$ cat src/rtl/slave_regfile.sv
// Slave-side write endpoint: valid/ready handshake into an 8 x 3-bit register file with a busy period after each accept.
// Optional accumulate mode with saturation flag is enabled by defining SLAVE_ACC_EN.
module slave_regfile #(
    parameter int BUSY_CYCLES = 2,
    parameter int DEPTH       = 8
) (
    input  logic       clk,
    input  logic       rst_n,
    input  logic       valid,
    input  logic [2:0] addr,
    input  logic [2:0] value,
    output logic       ready,
    input  logic       clear,
    input  logic [2:0] rd_addr,
    output logic [2:0] rd_data,
    output logic [3:0] wr_count,
    output logic [7:0] wr_mask,
    output logic       all_written,
    output logic       sat_flag
);

    typedef enum logic {S_READY, S_BUSY} state_t;

    localparam logic [3:0] CNT_LOAD = 4'(BUSY_CYCLES - 1);

    state_t           state_q, state_d;
    logic [3:0]       cnt_q, cnt_d;
    logic             ready_q, ready_d;
    logic             accept;
    logic [2:0]       regs [DEPTH];
    logic [DEPTH-1:0] mask_q;
    logic [3:0]       count_q;
    logic [2:0]       wr_value;

    assign accept = valid && ready_q;

    // NOTE: every always_comb output gets a default first so no path leaves it unassigned (no latch).
    always_comb begin
        state_d = state_q;
        cnt_d   = cnt_q;
        case (state_q)
            S_READY: begin
                if (accept) begin
                    state_d = S_BUSY;
                    cnt_d   = CNT_LOAD;
                end
            end
            S_BUSY: begin
                if (cnt_q == 4'd0) state_d = S_READY;
                else               cnt_d   = cnt_q - 4'd1;
            end
            default: state_d = S_READY;
        endcase
        ready_d = (state_d == S_READY);
    end

    // NOTE: sequential state uses non-blocking assignments so all flops update together at the edge.
    always_ff @(posedge clk or negedge rst_n) begin
        if (!rst_n) begin
            state_q <= S_READY;
            cnt_q   <= 4'd0;
            ready_q <= 1'b1;
        end else begin
            state_q <= state_d;
            cnt_q   <= cnt_d;
            ready_q <= ready_d;
        end
    end

`ifdef SLAVE_ACC_EN
    logic [3:0] sum;
    logic       ovf;
    logic       sat_q;

    always_comb begin
        sum      = {1'b0, regs[addr]} + {1'b0, value};
        ovf      = (sum > 4'd7);
        wr_value = ovf ? 3'd7 : sum[2:0];
    end

    always_ff @(posedge clk or negedge rst_n) begin
        if (!rst_n)              sat_q <= 1'b0;
        else if (clear)          sat_q <= 1'b0;
        else if (accept && ovf)  sat_q <= 1'b1;
    end

    assign sat_flag = sat_q;
`else
    assign wr_value = value;
    assign sat_flag = 1'b0;
`endif

    // NOTE: the register file is small and must read 0 after reset, so it is reset explicitly rather than left to RAM inference.
    always_ff @(posedge clk or negedge rst_n) begin
        if (!rst_n) begin
            for (int i = 0; i < DEPTH; i++) regs[i] <= 3'd0;
            mask_q  <= '0;
            count_q <= 4'd0;
        end else if (clear) begin
            // Clear wins over a coinciding accept; the handshake itself still completes in the FSM.
            for (int i = 0; i < DEPTH; i++) regs[i] <= 3'd0;
            mask_q  <= '0;
            count_q <= 4'd0;
        end else if (accept) begin
            regs[addr]   <= wr_value;
            mask_q[addr] <= 1'b1;
            if (count_q != 4'hF) count_q <= count_q + 4'd1;
        end
    end

    assign ready       = ready_q;
    assign rd_data     = regs[rd_addr];
    assign wr_count    = count_q;
    assign wr_mask     = mask_q;
    assign all_written = &mask_q;

endmodule
$ cat config.mk
export PLATFORM = sky130hd
export DESIGN_NAME = slave_regfile
export DESIGN_NICKNAME = d
export VERILOG_FILES = /design/src/rtl/slave_regfile.sv
export SDC_FILE = /design/constraint.sdc
export NUM_CORES = 1
export LEC_CHECK = 0
export CAP_MARGIN = 20
export CORE_AREA = 2 2 64 66
export DETAILED_ROUTE_END_ITERATION = 10
export DIE_AREA = 0 0 66 68
export DONT_BUFFER_PORTS = 1
export PLACE_DENSITY = 0.72
export RECOVER_POWER = 100
export SLEW_MARGIN = 20
export SYNTH_ARGS = -nofsm -noshare
export SYNTH_HDL_FRONTEND = slang
export SYNTH_SLANG_ARGS = --single-unit
$ cat constraint.sdc
create_clock -name clk -period 3.8 [get_ports clk]
set_clock_uncertainty 0.15 [all_clocks]
set_input_delay 0.76 -clock clk [delete_from_list [all_inputs] [get_ports clk]]
set_output_delay 0.76 -clock clk [all_outputs]
set_load 0.02 [all_outputs]
==> results.txt, run 1 <==
Buffer levels on the longest clock path: 2. The clock-pin slew on the worst setup and hold paths is 70 ps, and the antenna diode count is 0. The count of final max-slew check failures was 36.

Nature of the critical path endpoint: a primary output. The logs give 0.282 mV for the maximum VDD drop and 0.00215 mm2 for the post-synth design cell area. The critical path start-end classification is in2out. In this run, CTS created clock tree buffers numbering 5. The tools report the iteration count of the initial detailed-routing pass as 4. The multiplexer area fraction after synthesis is 0.229. In this design, the largest share of critical-path delay is due to multiplexers. The register bit total from synthesis is 42. The design draws 0.00105 W. The initialized floorplan defines 23 standard-cell rows.

The delay of the slowest cell on the worst path came out at 520 ps. The H-tree depth reported by CTS was 2; the final setup slack of the worst path was 1200 ps. The fraction of registers with async set or reset after synthesis is 1.00. Data on the critical path is required at its endpoint by 2890 ps.

The relative slew slack was -0.226. The post-synthesis share of cell area spent on xor and xnor gates came out at 0. In this run, post-CTS repair resized a total of 0 instances.

Final-report hold violation count: 0. The number of buffers and inverters on the critical path is 0. The run gives 42 as the TritonCTS sink count. The mean number of vias per cell was 5.84; the arithmetic-cell share of the synthesized area counting full adders, half adders and majority gates was 0.0175. Derived from the worst setup path, the maximum achievable clock frequency is 0.385 GHz. The ratio of final minimum period to clock period was 0.684; the number of flops mapped to enable cells by yosys was 0. Global routing finished with a remaining overflow of 0. TritonCTS built the clock tree.

Buffers placed on the I/O ports in this run total 0. For this block, the via count after detailed routing is 1373. The die height came out at 68 um. Area share of and/or/nand/nor cells after synthesis: 0.180. The core footprint is 0.00386 mm2. Number of routed nets with antenna violations: 0. The initial antenna violation count came out at 0. The main flop type after synthesis was sky130_fd_sc_hd__dfrtp_1.

The fraction of final layout cells with drive strength greater than 1 is 0.0432. After the first detailed-routing iteration, the DRC count stood at 70. Walking the worst path, the cells encountered are mux4_1, mux2_1.

OpenSTA, run right after detailed placement, puts the worst setup slack at 1270 ps. Power spread over the standard cell area amounts to 467 mW/mm2. Setup violations remaining at the end of the flow were counted as 0. Yosys attributes the largest share of cell area to sky130_fd_sc_hd__dfrtp_1, sky130_fd_sc_hd__mux2i_1, sky130_fd_sc_hd__nand2b_1. The pin slew with the least headroom to its limit is 1840 ps, and the insertion delay to the later sink of the worst-skew pair is 290 ps. The critical-path maximum fanout came out at 6. Sorting the synthesized cells by how often they occur yields sky130_fd_sc_hd__dfrtp_1, sky130_fd_sc_hd__nand2b_1, sky130_fd_sc_hd__mux2i_1.

From synthesis to final layout, the design area changed by 4.54%. For the flop-to-flop setup slack, the log shows 1890 ps. Pin placement for this block handled 31 I/O pins. The congestion estimate from routability-driven global placement came to 0.786. In this run the static leakage power is 1.14 nW. The post-synthesis compound-gate area fraction came out at 0.0425. Class of the tightest hold or removal check: in2async. For this design, the slowest cell found on the critical path is sky130_fd_sc_hd__mux4_1. The run finished, with violations left. The number of buffers inserted to repair setup after CTS is 0, and the post-detailed-placement half-perimeter wirelength is 2.93 mm.

In this run the clock root is driven by a sky130_fd_sc_hd__clkbuf_8. The routed design could run at a clock period as short as 2600 ps. The logs give 29 for the number of distinct standard cells referenced by the synthesized netlist and 4.24 mm for the sum of routed wire length over all layers.

The sequential area share after synthesis was 0.490. The initial core utilization came out at 0.557. Of all cell types, the one taking the most synthesized area is sky130_fd_sc_hd__dfrtp_1. The synthesis warning total is 0. STA puts the critical path data arrival time at 1690 ps. Synthesis produced a netlist with a net count of 204. By instance count, the leading cell after synthesis is sky130_fd_sc_hd__dfrtp_1. The post-layout utilization of the core came out at 0.582.

The final reports fail on max-capacitance violations, max-slew violations. The die covers 0.00449 mm2. The synthesized area per cell came out at 11.4 um2.

Setup repair after global routing left no endpoint under its margin. The launching element type of the critical path is an input pin. Buffers inserted to repair hold after CTS numbered 2. The run gives 0 ps as the final-layout setup total negative slack.

The main combinational cell family by area after synthesis is multiplexers. The logs give 188 for the number of instances in the synthesized netlist and 0.211 for the total routing resource utilization after global routing. Entering global routing, the biggest net connects 42 pins. Worst hold slack: 156 ps. Proportion of netlist area held by the largest area contributor: 0.478. The via count of the first global-routing pass is 1423, and the count of max-cap constraint violations is 1.

The first global-routing pass estimated 6.74 mm of wire. In the final design database the tool counted 200 nets. In the final routed layout, each cell accounts on average for 18.0 um.

After filler insertion, the fill cell instance count of the layout stands at 334. In the routed design, unresolved DRC markers number 0. Measured along the x axis, the die boundary spans 66 um.
-- metal layers --
| metal | up-vias | global-route usage | share of wire |
|---|---|---|---|
| li1 | 642 | - | - |
| met2 | 31 | 0.361 | 0.52 |
| met3 | 8 | 0.0641 | 0.053 |
| met5 | - | 0 | 0 |
| met4 | 0 | 0.0842 | 0.017 |
| met1 | 692 | 0.251 | 0.41 |
-- stage by stage --
stage | instance area, um2 | std cells
3_3_place_gp | 2150 | 225
4_1_cts | 2260 | 235
2_1_floorplan | 2150 | 188
6_report | 2250 | 235
3_5_place_dp | 2150 | 225
5_1_grt | 2250 | 235
-- cells by family after synthesis --
logic type / Yosys count
adder cells (fa/ha/maj): 3
other: 1
AO/OA/AOI/OAI: 16
AND/OR/NAND/NOR: 69
multiplexers: 39
flip-flops: 42
buffers and inverters: 18
-- worst paths after layout --
path | cells after the start | endpoint | startpoint
worst max-delay path | 2 | rd_data[0] | rd_addr[1]
worst min-delay path | 0 | ready | rst_n
worst max register to register | 3 | wr_count[0] | ready
worst min register to register | 2 | regs[8] | regs[8]
max in group asynchronous | 1 | cnt_q[1] | rst_n
min in group clk | 1 | wr_mask[7] | clear
-- registers in the layout (all words and copies together), names as in the netlist --
signal / cells
ready: 1
wr_count: 4
state_q: 1
wr_mask: 8
cnt_q: 4
regs: 24
-- cell usage in the layout (no fill, tap or decap), drive strengths merged, types with 2 or more instances in the layout --
master,instances
nand2,9
nor4bb,2
clkbuf,7
mux4,6
clkinv,2
nor3,3
a31oi,3
dfrtp,41
mux2i,29
nor2b,5
nand2b,30
nor2,11
inv,5
nand3,2
and3,2
mux2,4
a21oi,11
ha,3
nand4,2
-- power breakdown --
part | total [W] | switching (W) | internal [W] | leakage (nW)
Clock | 0.000282 | 0.000153 | 0.000130 | 0.0452
Combinational | 0.000204 | 0.000105 | 0.0000988 | 0.528
Sequential | 0.000563 | 0.0000692 | 0.000494 | 0.571
-- layout make-up --
type	instances	area, um2	area share
sequential	42	1050	0.469
multi-input combinational	128	1010	0.451
clock buffer	6	72.6	0.0323
tap	50	62.6	0.0279
inverter	5	18.8	0.00836
clock inverter	2	13.8	0.00613
timing repair buffer	2	13.8	0.00613
Note: power is estimated with default switching activity, not from simulation.
==> run 2, diff against run 1 <==
==> constraint.sdc (replaced) <==
create_clock -name clk -period 2.4 [get_ports clk]
set_clock_uncertainty 0.15 [all_clocks]
set_input_delay 0.48 -clock clk [delete_from_list [all_inputs] [get_ports clk]]
set_output_delay 0.48 -clock clk [all_outputs]
set_load 0.02 [all_outputs]
==> run 2 against run 1 <==
The flow now finishes without violations. Sequential power increased by 58%. Power increased by 59%. Register-to-register slack got worse by 1400 ps. Clock-buffer cell count increased by 1. Critical path depth unchanged. Setup slack got worse by 1000 ps. Global-route usage decreased by 1.3 points. Utilization increased by 0.16 points. Largest power group unchanged.
==> results.txt, run 2 (same netlist as run 1, synthesis figures left out) <==
The run finished with clean final reports. The tools report the initial core utilization as 0.557. Top-level I/O count: 31.

The run gives 1.15 nW as the leakage power figure. The count of nets left with antenna violations once routing finished came out at 0. Ratio of final minimum period to clock period: 0.926.

The run gives 0.223 as the met1 usage in global routing. For the combinational group share of total power, the log shows 0.192. Entering global routing, the biggest net connects 43 pins.

The die area was 0.00449 mm2. 0 antenna diodes ended up in the layout. The tools report the via count of the first global-routing pass as 1374. The endpoint arrival time on the critical path is 1590 ps. Sequential power share: 0.534. The nature of the critical path endpoint was a primary output. Of all nets on the critical path, the largest fanout is 2. The post-route DRC violation count is 0. Launch point of the worst reg-to-reg path: ready.

No sink is reached through more buffers than the 2 on the longest clock path. Mean number of vias per cell: 5.64. The delay of the slowest cell on the worst path is 500 ps, and the floorplan row count is 23. The relative slew slack was 0.319. The final-layout setup total negative slack is 0 ps. The clock-pin slew on the worst setup and hold paths is 70 ps, and the instance area at placement is 0.00215 mm2. After global routing, the most crowded layer is met2. TritonCTS built the clock tree.

Summing all non-filler instances in the final layout gives an area of 0.00225 mm2. The die height was 68 um; the number of fillers in the final layout was 315. The first detailed-routing pass ran for 4 iterations.

The met2 track demand over resource is 0.361, and the count of final max-slew check failures is 0. The fraction of power spent switching nets works out to 0.298. The switching power was 0.000496 W. The highest attainable clock frequency is 0.450 GHz, and the final period demand of the worst path is 2220 ps.

The number of buffers inserted during clock tree synthesis came out at 5. In this run the worst setup path terminates at rd_data[0]. The critical path is of the reg2out type.

The area growth from synthesis to layout is 4.83%. The endpoint of the worst-slack reg-to-reg timing path is wr_count[0]. For the global-route wire length before repair, the log shows 6.38 mm.

Among all stages on the critical path, the largest delay is contributed by sky130_fd_sc_hd__mux4_1. The worst slack after detailed placement was 424 ps. The tools report the insertion delay to the later sink of the worst-skew pair as 290 ps.

The TritonCTS sink count was 42; the sum of routed wire length over all layers was 4.14 mm. After clock tree synthesis, the setup repair step added 0 buffers. Walking the worst path, the cells encountered are mux4_1, mux2_1. IR analysis of the VDD net gives a maximum drop of 0.580 mV. The worst hold path belongs to the class in2reg.

The final-report hold violation count is 0. Leaving out fill and tap cells, the most frequent cells in the layout are sky130_fd_sc_hd__dfrtp_1, sky130_fd_sc_hd__nand2b_1, sky130_fd_sc_hd__mux2i_1. For the pin with the worst max-slew slack, the measured transition is 1020 ps. The tools report the number of vias after detailed routing as 1326. Sum of overflow across all layers after global routing: 0.

After the last flow step, the layout net total stands at 200. Fraction of final layout cells with drive strength greater than 1: 0.0486. The run gives 0.0641 as the fraction of met3 tracks used by global routing. Dividing the detail-routed wire length by the instance count gives 17.6 um. Ranked by flip-flop count, first place goes to regs. Leaving out fill and tap cells, the most frequent cell in the layout is sky130_fd_sc_hd__dfrtp_1. The core region is 0.00386 mm2. The buffer cell driving the clock tree root was sky130_fd_sc_hd__clkbuf_8. The run gives 2.90 mm as the post-detailed-placement half-perimeter wirelength. The tools report the launching element type of the critical path as a register. The total routing resource utilization after global routing came out at 0.198. The tools report the initial antenna violation count as 0. Setup repair after global routing left no endpoint under its margin. The internal power came out at 0.00117 W. For the worst endpoint required time, the log shows 1770 ps. In this run the tool buffered the top-level ports with 0 buffer cells. The count of cells along the worst register-to-register path was 3. The logs give 0 for the count of max-cap constraint violations and 0 for the final number of setup-violating endpoints.

Across all register-to-register paths, the minimum setup slack is 480 ps. The register with the most flip-flops in the layout has 24 of them. The detailed router finished its first iteration with 29 violations. The run gives 0.819 as the routability-driven placement congestion ratio. In this run the power density over the cells is 740 mW/mm2.

The worst path meets setup with 177 ps of slack. The clock share of power was 0.274. The hold-critical path depth is 1, and the H-tree depth reported by CTS is 2. Floorplan die width: 66 um.

Launch point of the worst path: regs[18].
-- run 2: changes by cell type in the layout (fill, tap and decap cells not counted), sizes merged --
cell,before,now
clkinv,2,1
clkbuf,7,8
-- run 2: per-layer routing --
metal,share of wire,vias up
met5,0,-
met4,0.012,0
met3,0.043,6
met2,0.53,28
met1,0.42,652
li1,-,640
-- run 2: metrics by stage --
stage | hold slack (ps) | util | std cells | total power (W)
after floorplan | 34.4 | - | 188 | 0.00116
final | 101 | 0.584 | 235 | 0.00167
after CTS | 84.9 | 0.588 | 235 | 0.00169
after global routing | 81.1 | 0.584 | 235 | 0.00177
after detailed placement | 35.3 | 0.556 | 225 | 0.00121
after global placement | 35.4 | 0.556 | 225 | 0.00119
-- run 2: power by group through the flow --
stage                     Sequential [W]  Combinational (W)  Clock [W]
after floorplan                 0.000870           0.000292          0
after global placement          0.000900           0.000288          0
after detailed placement        0.000904           0.000308          0
after CTS                       0.000891           0.000328   0.000471
after global routing            0.000902           0.000365   0.000500
final                           0.000890           0.000320   0.000456
-- run 2: repair_timing --
action,in CTS,in global routing
endpoints found under the setup margin,0,0
hold buffers,2,0
resized for setup,0,0
endpoints found under the hold margin,42,0
-- run 2: worst min-delay path by stage --
stage	to	startpoint
final	wr_mask[6]	clear
after global routing	wr_mask[7]	clear
after CTS	wr_mask[6]	clear
after detailed placement	regs[0]	rst_n
after global placement	regs[2]	rst_n
after floorplan	cnt_q[0]	rst_n
-- run 2: layout make-up --
type	instances	area, um2	area share
Tap cell	50	62.6	0.0278
Timing Repair Buffer	2	15.0	0.00667
Multi-Input combinational cell	128	1010	0.449
Sequential cell	42	1050	0.467
Clock inverter	1	5.00	0.00222
Clock buffer	7	86.3	0.0383
Inverter	5	18.8	0.00833
-- run 2: critical path, delay by kind of cell (launching register included) --
kind | cells | cell delay, ps
flops | 1 | 410
mux | 2 | 900
